**src/rtl/pe_dma_pkg.sv**
```systemverilog
// Shared types and constants for the PE single-channel DMA copy engine.
package pe_dma_pkg;

  typedef enum logic [1:0] {
    S_IDLE = 2'd0,
    S_RD   = 2'd1,
    S_WR   = 2'd2,
    S_FIN  = 2'd3
  } dma_state_e;

  localparam int MODE_SRC_STRIDE = 1;
  localparam int MODE_DST_STRIDE = 2;

  localparam logic [31:0] WORD_INC = 32'd4;

endpackage

```
**src/rtl/pe_dma_engine.sv**
```systemverilog
// Word-granular copy engine: read one word into a staging buffer, write it
// out, repeat; optional strided source/destination, sticky done/error.
module pe_dma_engine
  import pe_dma_pkg::*;
#(
  parameter int TIMEOUT_CYC = 1024,
  parameter int CNT_W       = 32
) (
  input  logic        clk,
  input  logic        rst_n,
  input  logic [31:0] dma_src_addr,
  input  logic [31:0] dma_dst_addr,
  input  logic [31:0] dma_size,
  input  logic [31:0] dma_stride,
  input  logic [2:0]  dma_mode,
  input  logic        dma_start,
  output logic        dma_busy,
  output logic        dma_done,
  output logic        dma_error,
  output logic        dma_done_pulse,
  output logic        rd_req,
  output logic [31:0] rd_addr,
  input  logic        rd_ack,
  input  logic [31:0] rd_data,
  input  logic        rd_err,
  output logic        wr_req,
  output logic [31:0] wr_addr,
  output logic [31:0] wr_data,
  input  logic        wr_ack,
  input  logic        wr_err
);

  localparam bit TMO_EN = (TIMEOUT_CYC != 0);
  localparam logic [CNT_W-1:0] TMO_LAST =
    CNT_W'(TMO_EN ? TIMEOUT_CYC - 1 : 0);
  localparam logic [CNT_W-1:0] CNT_ONE =
    {{(CNT_W-1){1'b0}}, 1'b1};

  dma_state_e state_q, state_d;

  logic             start_q, start_d;
  logic [31:0]      src_q, src_d;
  logic [31:0]      dst_q, dst_d;
  logic [31:0]      stride_q, stride_d;
  logic             sstr_q, sstr_d;
  logic             dstr_q, dstr_d;
  logic [CNT_W-1:0] rem_q, rem_d;
  logic [CNT_W-1:0] tmo_q, tmo_d;
  logic [31:0]      buf_q, buf_d;
  logic             err_q, err_d;
  logic             busy_q, busy_d;
  logic             done_q, done_d;
  logic             error_q, error_d;
  logic             pulse_q, pulse_d;
  logic             rd_req_q, rd_req_d;
  logic             wr_req_q, wr_req_d;

  logic        launch;
  logic        tmo_hit;
  logic        misalign;
  logic [31:0] src_inc;
  logic [31:0] dst_inc;
  logic        unused_mode;

  // mode bit 0 mirrors dma_start and carries no meaning here
  assign unused_mode = dma_mode[0];

  assign launch   = dma_start & ~start_q & (state_q == S_IDLE);
  assign tmo_hit  = TMO_EN && (tmo_q == TMO_LAST);
  assign misalign = (dma_src_addr[1:0] != 2'b00) |
                    (dma_dst_addr[1:0] != 2'b00);
  assign src_inc  = sstr_q ? stride_q : WORD_INC;
  assign dst_inc  = dstr_q ? stride_q : WORD_INC;

  always_comb begin
    state_d  = state_q;
    start_d  = dma_start;
    src_d    = src_q;
    dst_d    = dst_q;
    stride_d = stride_q;
    sstr_d   = sstr_q;
    dstr_d   = dstr_q;
    rem_d    = rem_q;
    tmo_d    = tmo_q + CNT_ONE;
    buf_d    = buf_q;
    err_d    = err_q;
    done_d   = done_q;
    error_d  = error_q;

    unique case (state_q)
      S_IDLE: begin
        if (launch) begin
          src_d    = dma_src_addr;
          dst_d    = dma_dst_addr;
          stride_d = dma_stride;
          sstr_d   = dma_mode[MODE_SRC_STRIDE];
          dstr_d   = dma_mode[MODE_DST_STRIDE];
          rem_d    = CNT_W'(dma_size);
          err_d    = 1'b0;
          done_d   = 1'b0;
          error_d  = 1'b0;
          if (dma_size == '0) begin
            state_d = S_FIN;
          end else if (misalign) begin
            err_d   = 1'b1;
            state_d = S_FIN;
          end else begin
            state_d = S_RD;
          end
        end
      end
      S_RD: begin
        if (rd_ack) begin
          if (rd_err) begin
            err_d   = 1'b1;
            state_d = S_FIN;
          end else begin
            buf_d   = rd_data;
            state_d = S_WR;
          end
        end else if (tmo_hit) begin
          err_d   = 1'b1;
          state_d = S_FIN;
        end
      end
      S_WR: begin
        if (wr_ack) begin
          if (wr_err) begin
            err_d   = 1'b1;
            state_d = S_FIN;
          end else begin
            rem_d   = rem_q - CNT_ONE;
            src_d   = src_q + src_inc;
            dst_d   = dst_q + dst_inc;
            state_d = (rem_q == CNT_ONE) ? S_FIN : S_RD;
          end
        end else if (tmo_hit) begin
          err_d   = 1'b1;
          state_d = S_FIN;
        end
      end
      S_FIN: begin
        state_d = S_IDLE;
      end
    endcase

    // every new request gets a fresh wait budget
    if (state_d != state_q) tmo_d = '0;

    if (state_d == S_FIN && state_q != S_FIN) begin
      done_d  = ~err_d;
      error_d = err_d;
    end

    busy_d   = (state_d != S_IDLE);
    pulse_d  = (state_d == S_FIN);
    rd_req_d = (state_d == S_RD);
    wr_req_d = (state_d == S_WR);
  end

  always_ff @(posedge clk or negedge rst_n) begin
    if (!rst_n) begin
      state_q  <= S_IDLE;
      start_q  <= 1'b0;
      src_q    <= '0;
      dst_q    <= '0;
      stride_q <= '0;
      sstr_q   <= 1'b0;
      dstr_q   <= 1'b0;
      rem_q    <= '0;
      tmo_q    <= '0;
      buf_q    <= '0;
      err_q    <= 1'b0;
      busy_q   <= 1'b0;
      done_q   <= 1'b0;
      error_q  <= 1'b0;
      pulse_q  <= 1'b0;
      rd_req_q <= 1'b0;
      wr_req_q <= 1'b0;
    end else begin
      state_q  <= state_d;
      start_q  <= start_d;
      src_q    <= src_d;
      dst_q    <= dst_d;
      stride_q <= stride_d;
      sstr_q   <= sstr_d;
      dstr_q   <= dstr_d;
      rem_q    <= rem_d;
      tmo_q    <= tmo_d;
      buf_q    <= buf_d;
      err_q    <= err_d;
      busy_q   <= busy_d;
      done_q   <= done_d;
      error_q  <= error_d;
      pulse_q  <= pulse_d;
      rd_req_q <= rd_req_d;
      wr_req_q <= wr_req_d;
    end
  end

  assign dma_busy       = busy_q;
  assign dma_done       = done_q;
  assign dma_error      = error_q;
  assign dma_done_pulse = pulse_q;
  assign rd_req         = rd_req_q;
  assign rd_addr        = src_q;
  assign wr_req         = wr_req_q;
  assign wr_addr        = dst_q;
  assign wr_data        = buf_q;

endmodule

```
**config.mk**
```make
export PLATFORM = sky130hd
export DESIGN_NAME = pe_dma_engine
export DESIGN_NICKNAME = d
export VERILOG_FILES = /design/src/rtl/pe_dma_pkg.sv /design/src/rtl/pe_dma_engine.sv
export SDC_FILE = /design/constraint.sdc
export NUM_CORES = 1
export LEC_CHECK = 0
export ABC_CLOCK_PERIOD_IN_PS = 3610
export BUFFER_PORTS_ARGS = -buffer_cell sky130_fd_sc_hd__buf_4
export CORE_UTILIZATION = 56
export CTS_CLUSTER_SIZE = 16
export DETAILED_ROUTE_END_ITERATION = 7
export PLACE_DENSITY = 0.8
export SKIP_LAST_GASP = 1
export SLEW_MARGIN = 20
export SYNTH_ARGS = -nofsm -noshare
export SYNTH_HDL_FRONTEND = slang
export SYNTH_SLANG_ARGS = --single-unit
```
**constraint.sdc**
```tcl
create_clock -name clk -period 3.61 [get_ports clk]
set_input_delay 0.722 -clock clk [delete_from_list [all_inputs] [get_ports clk]]
set_output_delay 0.722 -clock clk [all_outputs]
set_load 0.02 [all_outputs]
```
==> reports/results.tsv <==
stage	metric	value	unit
sta	crit path setup slack, layout	0.257	ns
power	cell leakage power	7.76	nW
setup_path	type of element launching the critical path	flip-flop	
sta	Tmin final	3.35	ns
placement	number of buffers added on ports	270	
min_path	Hold Crit Class	input port to async pin	
finish	Syn-to-layout area delta	25.0	%
grt	total global routing overflow	0	
synth	Syn Inst Count	1519	
grt	number of antenna violations at the first check in global routing	1	
power	worst supply voltage drop on vdd	0.513	mV
synth	Net Count, Synth	1756	
drt	number of DRC markers in iteration 0	999	
run_status	status	finished clean	
drt	highest metal layer with signal wires	met5	
drt	drt total wl	38000	µm
sta	Final Max Slew Viols	0	
sta	headroom to the max-slew limit	45.8	%
sta	final hold violation count	0	
synth	number of warning messages in the yosys log	0	
clock_tree	CTS tree	yes	
sta	sum of negative setup slack	0	ns
setup_path	kind of end point of the critical path	flip-flop	
placement	post-place instance area	0.0152	mm²
placement	DPL Wire Length	27700	µm
die	DIE AREA	0.0235	mm²
setup_path	signal arrival time at the worst endpoint	3.76	ns
clock_tree	clk sinks	204	
power	power per cell area	911	mW/mm²
drt	mean routed wirelength per cell	18.4	µm
drt	wire length on met1	16200	µm
drt	detailed-route via count	12200	
die	initial core utilization	56.8	%
power	total power consumption of the routed design	0.0146	W
finish	diode insertion count for antenna repair	0	
drt	number of iterations in the first detailed-routing pass	5	
clock_tree	maximum root-to-sink buffer count	3	
finish	# nets final	2003	
clock_tree	root buffer selected by CTS	clkbuf_16	
synth	cell types occupying the most area after synthesis	dfrtp_1, nand2_1, ha_1, a21oi_1, o21ai_0	
synth	synthesis-stage register bit count	204	
synth	ranking of synthesized cells by instance count	nand2_1, dfrtp_1, a21oi_1	
synth	top-count cell post-synth	nand2_1	
clock_tree	post-CTS sizing	0	
run	max-cap viol count	0	
sta	unrepaired setup endpoints after global routing	false	
setup_path	type of the setup path with the least slack	flip-flop to flip-flop	
placement	final weighted congestion in routability-driven placement	0.966	
drt	antenna viol nets, final	0	
clock_tree	CTS Buf Count	24	
grt	vias in the first global route	12100	
synth	biggest area consumer among synthesized cells	dfrtp_1	
sta	Post-Route Skew	0.0263	ns
die	die height	153	µm
sta	peak clock frequency supported by timing	298	MHz
sta	final number of setup-violating endpoints	0	
clock_tree	count of H-tree levels built during CTS	1	
synth	sequential-to-total area share from yosys stat	39.8	%
clock_tree	later-pin clock latency in the skew report	0.54	ns
die	IO Count	272	
die	die outline width	153	µm
clock_tree	post-CTS clock slew at the launch and capture registers of the worst setup and hold paths	0.06	ns
synth	number of distinct library cells after synthesis	71	
drt	drt via density	5.92	
clock_tree	hold_buf cts	0	
setup_path	critical path peak fanout	16	
die	Cell Rows	55	
synth	count of flip-flops with a built-in enable after synthesis	0	
grt	global-route wire length before repair	61000	µm
grt	pin count of the biggest net entering global routing	84	
die	Core ar.	0.0226	mm²
finish	share of layout cells above drive strength 1	22.0	%
drt	Residual DRC	0	
synth	post-synth top area share	39.8	%
drt	DR WL met3	3070	µm
synth	per-instance average area after synthesis	8.44	µm²
finish	post-route cell area	0.0160	mm²
synth	summed instance area of the synthesized netlist	0.0128	mm²
synth	Async S/R FF share, synth	100	%
sta	slew at the pin closest to its max-slew limit	0.813	ns
clock_tree	Post-CTS Repair Setup Buffers	0	
grt	GRT Util Overall	32.0	%
synth	flip-flop cell with the highest count after synthesis	dfrtp_1	
sta	final worst-path cycle share	92.9	%
setup_path	required time reported for the critical path endpoint	4.02	ns
placement	pre-CTS setup slack	0.150	ns
drt	routed length on met2	17400	µm
==> per-layer routing <==
metal	global-route usage [%]	vias up
met2	51.0	490
met3	6.10	94
met1	43.5	5786
li1	-	5865
met5	0	-
met4	11.5	2
==> report_power, final <==
part / switching (W) / internal (W) / leakage (nW)
clock network: 0.000982 / 0.00153 / 0.401
registers: 0.000924 / 0.00324 / 2.51
logic: 0.00467 / 0.00326 / 4.85
total: 0.00657 / 0.00803 / 7.76
==> kinds of logic (layout without fill, tap and decap cells) <==
family / after synthesis / after routing / synth area share [%]
AND/OR/NAND/NOR: 618 / 618 / 22.8
AO/OA/AOI/OAI: 413 / 413 / 19.1
flip-flops: 204 / 204 / 39.8
buffers and inverters: 101 / 364 / 3.02
XOR/XNOR: 79 / 79 / 5.39
adder cells (fa/ha/maj): 67 / 67 / 6.65
multiplexers: 37 / 37 / 3.21
==> layout by cell type (no fill, tap or decap), types with 5 or more instances in the layout <==
cell,Yosys,layout
a31oi_1,21,21
o21ai_0,104,103
ha_1,65,65
a21o_1,44,44
a21oi_1,147,147
nor3_1,26,25
nand2b_1,6,6
nand2_1,238,236
a22oi_1,7,7
o21bai_1,11,11
clkbuf_8,0,9
inv_1,26,26
o21ai_1,13,14
nand4_1,9,9
xor2_1,42,42
nor2_1,128,127
nor4_1,23,23
mux2_2,33,33
o31ai_1,7,7
clkbuf_16,0,24
and3_1,31,31
or3_1,9,9
nand3_1,54,54
xnor2_1,37,37
o21a_1,5,5
buf_4,0,292
and2_1,64,64
a211oi_1,9,8
o22ai_1,9,9
nor2b_1,6,5
dfrtp_1,204,204
==> final timing paths <==
kind	endpoint	from	slack [ns]	cells past startpoint
setup / recovery	rd_addr[29]$_DFFE_PN0P_	sstr_q$_DFFE_PN0P_	0.26	12
setup reg to reg	rd_addr[29]$_DFFE_PN0P_	sstr_q$_DFFE_PN0P_	0.26	12
hold reg to reg	stride_q[2]$_DFFE_PN0P_	stride_q[2]$_DFFE_PN0P_	0.49	2
min in group clk	start_q$_DFF_PN0_	dma_start	0.31	1
max in group asynchronous	rem_q[20]$_DFFE_PN0P_	rst_n	2.69	2
hold / removal	wr_addr[13]$_DFFE_PN0P_	rst_n	0.14	1
==> worst max-delay path, stage by stage (launching register included) <==
cell and delay [ns]:
dfrtp_1 0.41, buf_4 0.20, and2_1 0.17, ha_1 0.36, a21o_1 0.20, a21o_1 0.19
a211oi_1 0.33, o22ai_1 0.13, or2_2 0.34, a2111oi_0 0.45, o21ai_0 0.19, xnor2_1 0.17
o22ai_1 0.10
==> through the flow <==
| step | utilization (%) | hold slack [ns] | cells |
|---|---|---|---|
| finish | 71.0 | 0.139 | 2067 |
| CTS | 71.0 | 0.141 | 2067 |
| global placement | 67.3 | 0.470 | 2025 |
| detailed placement | 67.3 | 0.477 | 2025 |
| global route | 71.0 | 0.164 | 2067 |
| floorplan | - | 0.426 | 1519 |
==> final cells by class <==
| class | instances | area, µm² |
|---|---|---|
| fill | 1752 | 6540 |
| inverter | 26 | 97.6 |
| clock inverter | 6 | 93.8 |
| timing repair buffer | 296 | 2270 |
| tap | 285 | 357 |
| sequential | 204 | 5100 |
| multi-input combinational | 1214 | 7380 |
| clock buffer | 36 | 726 |
==> sequential cells by signal (all words and copies together) (netlist names) <==
register,count
rd_addr,32
rem_q,32
stride_q,32
tmo_q,32
wr_addr,32
wr_data,32
state_q,2
dma_busy,1
dma_done,1
dma_done_pulse,1
dma_error,1
dstr_q,1
err_q,1
rd_req,1
sstr_q,1
start_q,1
wr_req,1
No activity file was read; power rests on OpenSTA's default activity.
